--- src/rtl/mdu_issue_ctrl_pkg.sv ---
// Shared types and constants for the RV32M multiply/divide issue controller.
package mdu_issue_ctrl_pkg;

   localparam logic [6:0] OPC_OP   = 7'b0110011;
   localparam logic [6:0] M_FUNCT7 = 7'b0000001;

   localparam logic [2:0] F3_MUL    = 3'd0;
   localparam logic [2:0] F3_MULH   = 3'd1;
   localparam logic [2:0] F3_MULHSU = 3'd2;
   localparam logic [2:0] F3_MULHU  = 3'd3;
   localparam logic [2:0] F3_DIV    = 3'd4;
   localparam logic [2:0] F3_DIVU   = 3'd5;
   localparam logic [2:0] F3_REM    = 3'd6;
   localparam logic [2:0] F3_REMU   = 3'd7;

   localparam int MUL_LAT_DEF = 2;
   localparam int DIV_LAT_DEF = 8;

   typedef logic [31:0] data_t;

   typedef struct packed {
      logic [6:0] funct7;
      logic [4:0] rd;
      logic [2:0] funct3;
      logic [6:0] opcode;
   } instr_t;

   typedef enum logic [1:0] {IDLE, BUSY, DONE} mdu_state_t;

   function automatic logic [39:0] ext40(data_t v, logic sgn);
      return {{8{sgn & v[31]}}, v};
   endfunction

   function automatic logic rs1_signed(logic [2:0] f3);
      return (f3 != F3_MULHU) && (f3 != F3_DIVU) && (f3 != F3_REMU);
   endfunction

   function automatic logic rs2_signed(logic [2:0] f3);
      return (f3 == F3_MUL) || (f3 == F3_MULH) || (f3 == F3_DIV) || (f3 == F3_REM);
   endfunction

endpackage

--- src/rtl/mdu_issue_ctrl_if.sv ---
// Execute-stage and datapath handshake bundle for the M-op issue controller.
interface mdu_issue_ctrl_if import mdu_issue_ctrl_pkg::*; ();
   logic          valid_in;
   logic          flush;
   instr_t        instr;
   data_t         a_in;
   data_t         b_in;
   logic          stall_out;
   logic          done;
   data_t         c_out;
   logic [39:0]   dp_a;
   logic [39:0]   dp_b;
   logic [79:0]   dp_mul_result;
   logic [39:0]   dp_quot;
   logic [39:0]   dp_rem;

   modport slave (
      input  valid_in, flush, instr, a_in, b_in, dp_mul_result, dp_quot, dp_rem,
      output stall_out, done, c_out, dp_a, dp_b
   );

   modport master (
      output valid_in, flush, instr, a_in, b_in, dp_mul_result, dp_quot, dp_rem,
      input  stall_out, done, c_out, dp_a, dp_b
   );
endinterface

--- src/rtl/mdu_issue_ctrl_special_case.sv ---
// Divide-by-zero and signed-overflow results that never need the divider.
module mdu_special_case import mdu_issue_ctrl_pkg::*; (
   input  logic [2:0] funct3,
   input  data_t      a,
   input  data_t      b,
   output logic       is_special,
   output data_t      special_result
);
   // funct3[2]: divide class, funct3[1]: remainder, funct3[0]: unsigned
   always_comb begin
      is_special     = 1'b0;
      special_result = '0;
      if (funct3[2] && b == '0) begin
         is_special     = 1'b1;
         special_result = funct3[1] ? a : 32'hFFFF_FFFF;
      end else if (funct3[2] && !funct3[0] && a == 32'h8000_0000 && b == 32'hFFFF_FFFF) begin
         is_special     = 1'b1;
         special_result = funct3[1] ? 32'h0 : 32'h8000_0000;
      end
   end
endmodule

--- src/rtl/mdu_issue_ctrl.sv ---
// RV32M issue controller: latches operands, counts datapath latency, stalls
// the pipeline and returns a registered result.
module mdu_issue_ctrl import mdu_issue_ctrl_pkg::*; #(
   parameter int MUL_LAT = MUL_LAT_DEF,
   parameter int DIV_LAT = DIV_LAT_DEF
) (
   input logic          clk,
   input logic          rst,
   mdu_issue_ctrl_if.slave bus
);
   localparam int LAT_MAX = (MUL_LAT > DIV_LAT) ? MUL_LAT : DIV_LAT;
   localparam int CNT_W   = $clog2(LAT_MAX + 1);

   mdu_state_t       state, state_nxt;
   logic [CNT_W-1:0] cnt;
   logic [2:0]       op;
   logic             is_m, accept, last, is_special;
   data_t            special_result, result_sel;
   logic             unused_bits;

   assign is_m   = (bus.instr.opcode == OPC_OP) && (bus.instr.funct7 == M_FUNCT7);
   assign accept = (state == IDLE) && bus.valid_in && is_m && !bus.flush;
   assign last   = (state == BUSY) && (cnt == CNT_W'(1));

   assign unused_bits = ^{bus.dp_mul_result[79:64], bus.dp_quot[39:32],
                          bus.dp_rem[39:32], bus.instr.rd};

   mdu_special_case u_special (
      .funct3         (bus.instr.funct3),
      .a              (bus.a_in),
      .b              (bus.b_in),
      .is_special     (is_special),
      .special_result (special_result)
   );

   always_ff @(posedge clk or posedge rst) begin
      if (rst) state <= IDLE;
      else     state <= state_nxt;
   end

   always_comb begin
      state_nxt = state;
      unique case (state)
         IDLE:    if (accept) state_nxt = is_special ? DONE : BUSY;
         BUSY:    if (bus.flush) state_nxt = IDLE;
                  else if (last) state_nxt = DONE;
         DONE:    state_nxt = IDLE;
         default: state_nxt = IDLE;
      endcase
   end

   always_comb begin
      bus.stall_out = bus.valid_in && is_m && (state != DONE) && !bus.flush;
   end

   always_comb begin
      result_sel = bus.dp_rem[31:0];
      unique case (op)
         F3_MUL:                       result_sel = bus.dp_mul_result[31:0];
         F3_MULH, F3_MULHSU, F3_MULHU: result_sel = bus.dp_mul_result[63:32];
         F3_DIV, F3_DIVU:              result_sel = bus.dp_quot[31:0];
         default:                      result_sel = bus.dp_rem[31:0];
      endcase
   end

   // Operands stay frozen from accept until the next accept so the datapath sees stable inputs.
   always_ff @(posedge clk or posedge rst) begin
      if (rst) begin
         cnt       <= '0;
         op        <= '0;
         bus.dp_a  <= '0;
         bus.dp_b  <= '0;
         bus.c_out <= '0;
         bus.done  <= 1'b0;
      end else begin
         bus.done <= (state_nxt == DONE);
         if (bus.flush) begin
            cnt <= '0;
         end else if (accept && !is_special) begin
            cnt      <= bus.instr.funct3[2] ? CNT_W'(DIV_LAT) : CNT_W'(MUL_LAT);
            op       <= bus.instr.funct3;
            bus.dp_a <= ext40(bus.a_in, rs1_signed(bus.instr.funct3));
            bus.dp_b <= ext40(bus.b_in, rs2_signed(bus.instr.funct3));
         end else if (state == BUSY) begin
            cnt <= cnt - CNT_W'(1);
         end
         if (accept && is_special)
            bus.c_out <= special_result;
         else if (last && !bus.flush)
            bus.c_out <= result_sel;
      end
   end
endmodule

--- src/flat_wrapper.sv ---
// flat-port wrapper written by rule: the top's interface ports become plain ports
module mdu_issue_ctrl_flat import mdu_issue_ctrl_pkg::*;
#(
   parameter int MUL_LAT = MUL_LAT_DEF,
   parameter int DIV_LAT = DIV_LAT_DEF
)
  (clk, rst, bus_valid_in, bus_flush, bus_instr, bus_a_in, bus_b_in, bus_dp_mul_result, bus_dp_quot, bus_dp_rem, bus_stall_out, bus_done, bus_c_out, bus_dp_a, bus_dp_b);
  mdu_issue_ctrl_if bus_i ();
  input logic clk;
  input logic rst;
  input wire logic [$bits(bus_i.valid_in)-1:0] bus_valid_in;
  input wire logic [$bits(bus_i.flush)-1:0] bus_flush;
  input wire logic [$bits(bus_i.instr)-1:0] bus_instr;
  input wire logic [$bits(bus_i.a_in)-1:0] bus_a_in;
  input wire logic [$bits(bus_i.b_in)-1:0] bus_b_in;
  input wire logic [$bits(bus_i.dp_mul_result)-1:0] bus_dp_mul_result;
  input wire logic [$bits(bus_i.dp_quot)-1:0] bus_dp_quot;
  input wire logic [$bits(bus_i.dp_rem)-1:0] bus_dp_rem;
  output wire logic [$bits(bus_i.stall_out)-1:0] bus_stall_out;
  output wire logic [$bits(bus_i.done)-1:0] bus_done;
  output wire logic [$bits(bus_i.c_out)-1:0] bus_c_out;
  output wire logic [$bits(bus_i.dp_a)-1:0] bus_dp_a;
  output wire logic [$bits(bus_i.dp_b)-1:0] bus_dp_b;
  assign bus_i.valid_in = bus_valid_in;
  assign bus_i.flush = bus_flush;
  assign bus_i.instr = bus_instr;
  assign bus_i.a_in = bus_a_in;
  assign bus_i.b_in = bus_b_in;
  assign bus_i.dp_mul_result = bus_dp_mul_result;
  assign bus_i.dp_quot = bus_dp_quot;
  assign bus_i.dp_rem = bus_dp_rem;
  assign bus_stall_out = bus_i.stall_out;
  assign bus_done = bus_i.done;
  assign bus_c_out = bus_i.c_out;
  assign bus_dp_a = bus_i.dp_a;
  assign bus_dp_b = bus_i.dp_b;
  mdu_issue_ctrl #(.MUL_LAT(MUL_LAT), .DIV_LAT(DIV_LAT)) u_core (.clk(clk), .rst(rst), .bus(bus_i));
endmodule
--- config.mk ---
export PLATFORM = sky130hd
export DESIGN_NAME = mdu_issue_ctrl_flat
export DESIGN_NICKNAME = d
export VERILOG_FILES = /design/src/rtl/mdu_issue_ctrl_pkg.sv /design/src/rtl/mdu_issue_ctrl_if.sv /design/src/rtl/mdu_issue_ctrl_special_case.sv /design/src/rtl/mdu_issue_ctrl.sv /design/src/flat_wrapper.sv
export SDC_FILE = /design/constraint.sdc
export NUM_CORES = 1
export LEC_CHECK = 0
export ABC_AREA = 1
export CAP_MARGIN = 20
export CORE_AREA = 2 2 141 143
export DETAILED_ROUTE_END_ITERATION = 6
export DIE_AREA = 0 0 143 145
export PLACE_DENSITY = 0.84
export SKIP_LAST_GASP = 1
export SYNTH_ARGS = -nofsm -noshare
export SYNTH_HDL_FRONTEND = slang
export SYNTH_SLANG_ARGS = --single-unit
--- constraint.sdc ---
create_clock -name clk -period 3.9 [get_ports clk]
set_clock_uncertainty 0.1 [all_clocks]
set_input_delay 0.585 -clock clk [delete_from_list [all_inputs] [get_ports clk]]
set_output_delay 0.585 -clock clk [all_outputs]
set_load 0.01 [all_outputs]
==> flow_results.xml <==
<?xml version="1.0" encoding="UTF-8"?>
<metrics>
  <group name="clocking">
    <metric name="cts.clk_slew.worst_paths" unit="ns">0.06</metric>
    <metric name="ctsResizeCount" unit="">0</metric>
    <metric name="clock_insertion_delay_at_the_later_pin_of_the_skew_report" unit="ns">0.34</metric>
    <metric name="cts-buffers-inserted" unit="">9</metric>
    <metric name="cts_root_buffer" unit="">clkbuf_16</metric>
    <metric name="tritoncts" unit="">built</metric>
    <metric name="cts_hold_buffers" unit="">0</metric>
    <metric name="clock-sinks" unit="">108</metric>
    <metric name="h_tree_level_count" unit="">3</metric>
    <metric name="cts_buffer_depth" unit="">2</metric>
    <metric name="post_cts_buffers" unit="">0</metric>
  </group>
  <group name="power_and_ir_drop">
    <metric name="net_switching_power" unit="mW">0.583</metric>
    <metric name="p_sw_share" unit="%">24.3</metric>
    <metric name="ir_drop" unit="uV">188</metric>
    <metric name="p_leak" unit="nW">4.69</metric>
    <metric name="logic_gate_share_of_total_power" unit="%">15.6</metric>
    <metric name="power.share.clock" unit="%">37.7</metric>
    <metric name="post-layout-total-power" unit="mW">2.40</metric>
    <metric name="power_density" unit="mW/mm^2">236</metric>
    <metric name="p_seq_share" unit="%">46.7</metric>
    <metric name="intPower" unit="mW">1.82</metric>
  </group>
  <group name="global_routing">
    <metric name="maximum_number_of_pins_on_one_net_before_global_route_repair" unit="">63</metric>
    <metric name="via_count_of_the_first_global_routing_pass" unit="">7225</metric>
    <metric name="grt_first_pass_wirelength" unit="um">37300</metric>
    <metric name="grt.overflow.total" unit="">0</metric>
    <metric name="antenna_found_initial" unit="">0</metric>
    <metric name="gr_usage_total" unit="%">22.9</metric>
  </group>
  <group name="timing">
    <metric name="final-hold-violation-count" unit="">0</metric>
    <metric name="tns" unit="ns">0</metric>
    <metric name="layout_worst_path_cycle_share" unit="%">74.6</metric>
    <metric name="maxSlewViolCount" unit="">0</metric>
    <metric name="timing.hold.ws" unit="ns">0.387</metric>
    <metric name="timing.final.setup_violations" unit="">0</metric>
    <metric name="slew_headroom" unit="%">48.8</metric>
    <metric name="clock.fmax" unit="MHz">344</metric>
    <metric name="worst-slew-pin-transition" unit="ns">0.767</metric>
    <metric name="worst_slack" unit="ns">0.992</metric>
    <metric name="min_period" unit="ns">2.91</metric>
    <metric name="rsz0062_at_grt" unit="">false</metric>
  </group>
  <group name="synthesis">
    <metric name="yosys-top-cells-area" unit="">dfrtp_1, nand2_1, nand3_1</metric>
    <metric name="synth-warning-count" unit="">0</metric>
    <metric name="synth.net_count" unit="">1219</metric>
    <metric name="seq_area_frac_synth" unit="%">41.5</metric>
    <metric name="synth.ff_latch_count" unit="">108</metric>
    <metric name="synth_enable_flop_cells" unit="">0</metric>
    <metric name="synth.avg_cell_area" unit="sq um">6.74</metric>
    <metric name="synth-main-ff-cell" unit="">dfrtp_1</metric>
    <metric name="netlist_instances" unit="">967</metric>
    <metric name="synth_top_cell_area_share" unit="%">41.5</metric>
    <metric name="synth.distinct_cells" unit="">28</metric>
    <metric name="post-synth-top-area-cell" unit="">dfrtp_1</metric>
    <metric name="netlist_area" unit="sq mm">0.00652</metric>
    <metric name="synth-async-reset-ratio" unit="%">100</metric>
    <metric name="synth.most_common_cell" unit="">nand2_1</metric>
    <metric name="synthTopCellsByCount" unit="">nand2_1, dfrtp_1, nand3_1, inv_1, o21ai_1</metric>
  </group>
  <group name="final_layout">
    <metric name="finish.cell_count_without_fillers" unit="">1522</metric>
    <metric name="final_net_count" unit="">1504</metric>
    <metric name="drive_above_1_share" unit="%">3.74</metric>
    <metric name="area_growth_syn_to_layout" unit="%">55.9</metric>
    <metric name="antenna_cells_inserted" unit="">0</metric>
    <metric name="final_core_util" unit="%">52.9</metric>
    <metric name="finalInstanceArea" unit="sq mm">0.0102</metric>
  </group>
  <group name="placed_design">
    <metric name="placement.setup.worst_slack" unit="ns">0.814</metric>
    <metric name="post_dp_hpwl" unit="um">18300</metric>
    <metric name="placed_cell_count" unit="">1506</metric>
    <metric name="numPortBuffers" unit="">326</metric>
    <metric name="gp_congestion" unit="">0.857</metric>
    <metric name="placed_area" unit="sq mm">0.00988</metric>
  </group>
  <group name="detailed_routing">
    <metric name="routed-via-count" unit="">7373</metric>
    <metric name="via_per_inst" unit="">4.84</metric>
    <metric name="drtAntennaViolNets" unit="">0</metric>
    <metric name="detailedRoute.firstPassIterationCount" unit="">5</metric>
    <metric name="first_iter_violations" unit="">462</metric>
    <metric name="avgRoutedWirePerCell" unit="um">15.8</metric>
    <metric name="drcViolationCount" unit="">0</metric>
    <metric name="aggregate_routed_wire_length" unit="um">24000</metric>
  </group>
  <group name="outcome">
    <metric name="run_status" unit="">complete, no violations</metric>
  </group>
  <group name="floorplanning">
    <metric name="starting_density" unit="%">33.9</metric>
    <metric name="ios" unit="">364</metric>
    <metric name="chipWidth" unit="um">143</metric>
    <metric name="die_height" unit="um">145</metric>
    <metric name="overall_die_area" unit="sq mm">0.0207</metric>
    <metric name="row_count" unit="">51</metric>
    <metric name="core_area" unit="sq mm">0.0192</metric>
  </group>
  <group name="critical_path">
    <metric name="reg2reg_setup_slack" unit="ns">1.66</metric>
    <metric name="critPathSlowestCell" unit="">clkdlybuf4s50_1</metric>
    <metric name="cp-end-kind" unit="">primary output</metric>
    <metric name="critPathMaxStageDelay" unit="ns">0.60</metric>
    <metric name="startpoint_type" unit="">primary input</metric>
    <metric name="crit_fanout" unit="">3</metric>
    <metric name="end_of_the_worst_register_to_register_path" unit="">u_core.bus.c_out[9]</metric>
    <metric name="critical_path_arrival" unit="ns">2.22</metric>
    <metric name="setup.worst_path.class" unit="">primary input to primary output</metric>
    <metric name="rr_worst_depth" unit="">7</metric>
    <metric name="r2r_startpoint" unit="">u_core.state[1]</metric>
    <metric name="path_cells" unit="">clkdlybuf4s50_1, nand4_1, nor2_1, nand2_1, a211oi_1, clkdlybuf4s50_1</metric>
    <metric name="crit_required" unit="ns">3.21</metric>
    <metric name="cpMostUsedCell" unit="">clkdlybuf4s50_1</metric>
  </group>
  <group name="hold_path">
    <metric name="hp-class" unit="">register to register</metric>
    <metric name="min_path_cells" unit="">2</metric>
    <metric name="hold_end" unit="">u_core.bus.dp_a[26]</metric>
    <metric name="hold_start" unit="">u_core.bus.dp_a[26]</metric>
  </group>
  <group name="run">
    <metric name="cap_viol_max_count" unit="">0</metric>
  </group>
</metrics>
registers in the layout, indices dropped and copies added (netlist names):
signal,cells
u_core.state,2
u_core.bus.dp_b,33
u_core.cnt,4
u_core.bus.done,1
u_core.bus.c_out,32
u_core.op,3
u_core.bus.dp_a,33
worst max-delay path by stage:
stage,from,slack (ns),to,cells after the start
after floorplan,rst,0.37,u_core.bus.c_out[0],1
after global placement,bus_instr[5],0.89,u_core.bus.c_out[0],9
after detailed placement,bus_instr[5],0.81,u_core.bus.c_out[21],9
after CTS,bus_instr[0],0.97,bus_stall_out,6
after global routing,bus_instr[17],0.92,bus_stall_out,7
final,bus_instr[0],0.99,bus_stall_out,6
cell families (layout without fill, tap and decap cells):
group / count (synthesis) / count (layout) / synth area share, %
simple gates: 624 / 624 / 40.5
buf+inv: 157 / 447 / 11.6
flops: 108 / 108 / 41.5
compound gates: 75 / 75 / 5.91
fa+ha+maj: 2 / 2 / 0.384
xor+xnor: 1 / 1 / 0.134
layout by cell type, fill, tap and decap left out, types with 2 or more instances in the layout:
| master | synthesis | layout |
|---|---|---|
| nand2_2 | 2 | 2 |
| clkbuf_16 | 0 | 9 |
| nor3_2 | 2 | 3 |
| inv_2 | 8 | 8 |
| inv_1 | 85 | 84 |
| nor2_1 | 49 | 47 |
| buf_4 | 19 | 8 |
| nand2_1 | 413 | 413 |
| nand3_1 | 91 | 90 |
| dfrtp_1 | 108 | 108 |
| nor3_1 | 12 | 11 |
| inv_6 | 0 | 2 |
| nor2_2 | 1 | 3 |
| nand4_1 | 49 | 49 |
| ha_1 | 2 | 2 |
| o21ai_0 | 9 | 9 |
| o21ai_1 | 62 | 62 |
| clkbuf_8 | 0 | 2 |
| clkdlybuf4s50_1 | 0 | 326 |
| nor4_1 | 2 | 2 |
| buf_12 | 0 | 3 |
worst max-delay path, delay by kind of cell:
| family | cells | cell delay (ns) |
|---|---|---|
| compound gates | 1 | 0.22 |
| buf+inv | 2 | 1.11 |
| simple gates | 3 | 0.30 |
final cells by class:
type | instances | area [sq um]
inverter | 93 | 352
clock inverter | 4 | 31.3
multi-input combinational | 702 | 3080
tap | 265 | 332
timing repair buffer | 338 | 3410
fill | 1838 | 9040
sequential | 108 | 2700
clock buffer | 12 | 256
layer usage:
metal	share of wire [%]	GRT usage (%)
met1	41	28.5
met2	49	38.5
met3	7.2	5.02
met4	2.8	8.71
met5	0	0
power by group through the flow:
stage          sequential, mW  clock (mW)  combinational (mW)
6_report                 1.12       0.905               0.374
5_1_grt                  1.12       0.981               0.408
4_1_cts                  1.12       0.937               0.376
3_5_place_dp             1.14           0               0.374
3_3_place_gp             1.14           0               0.370
2_1_floorplan            1.14           0               0.102
(Power assumes the default switching activity.)
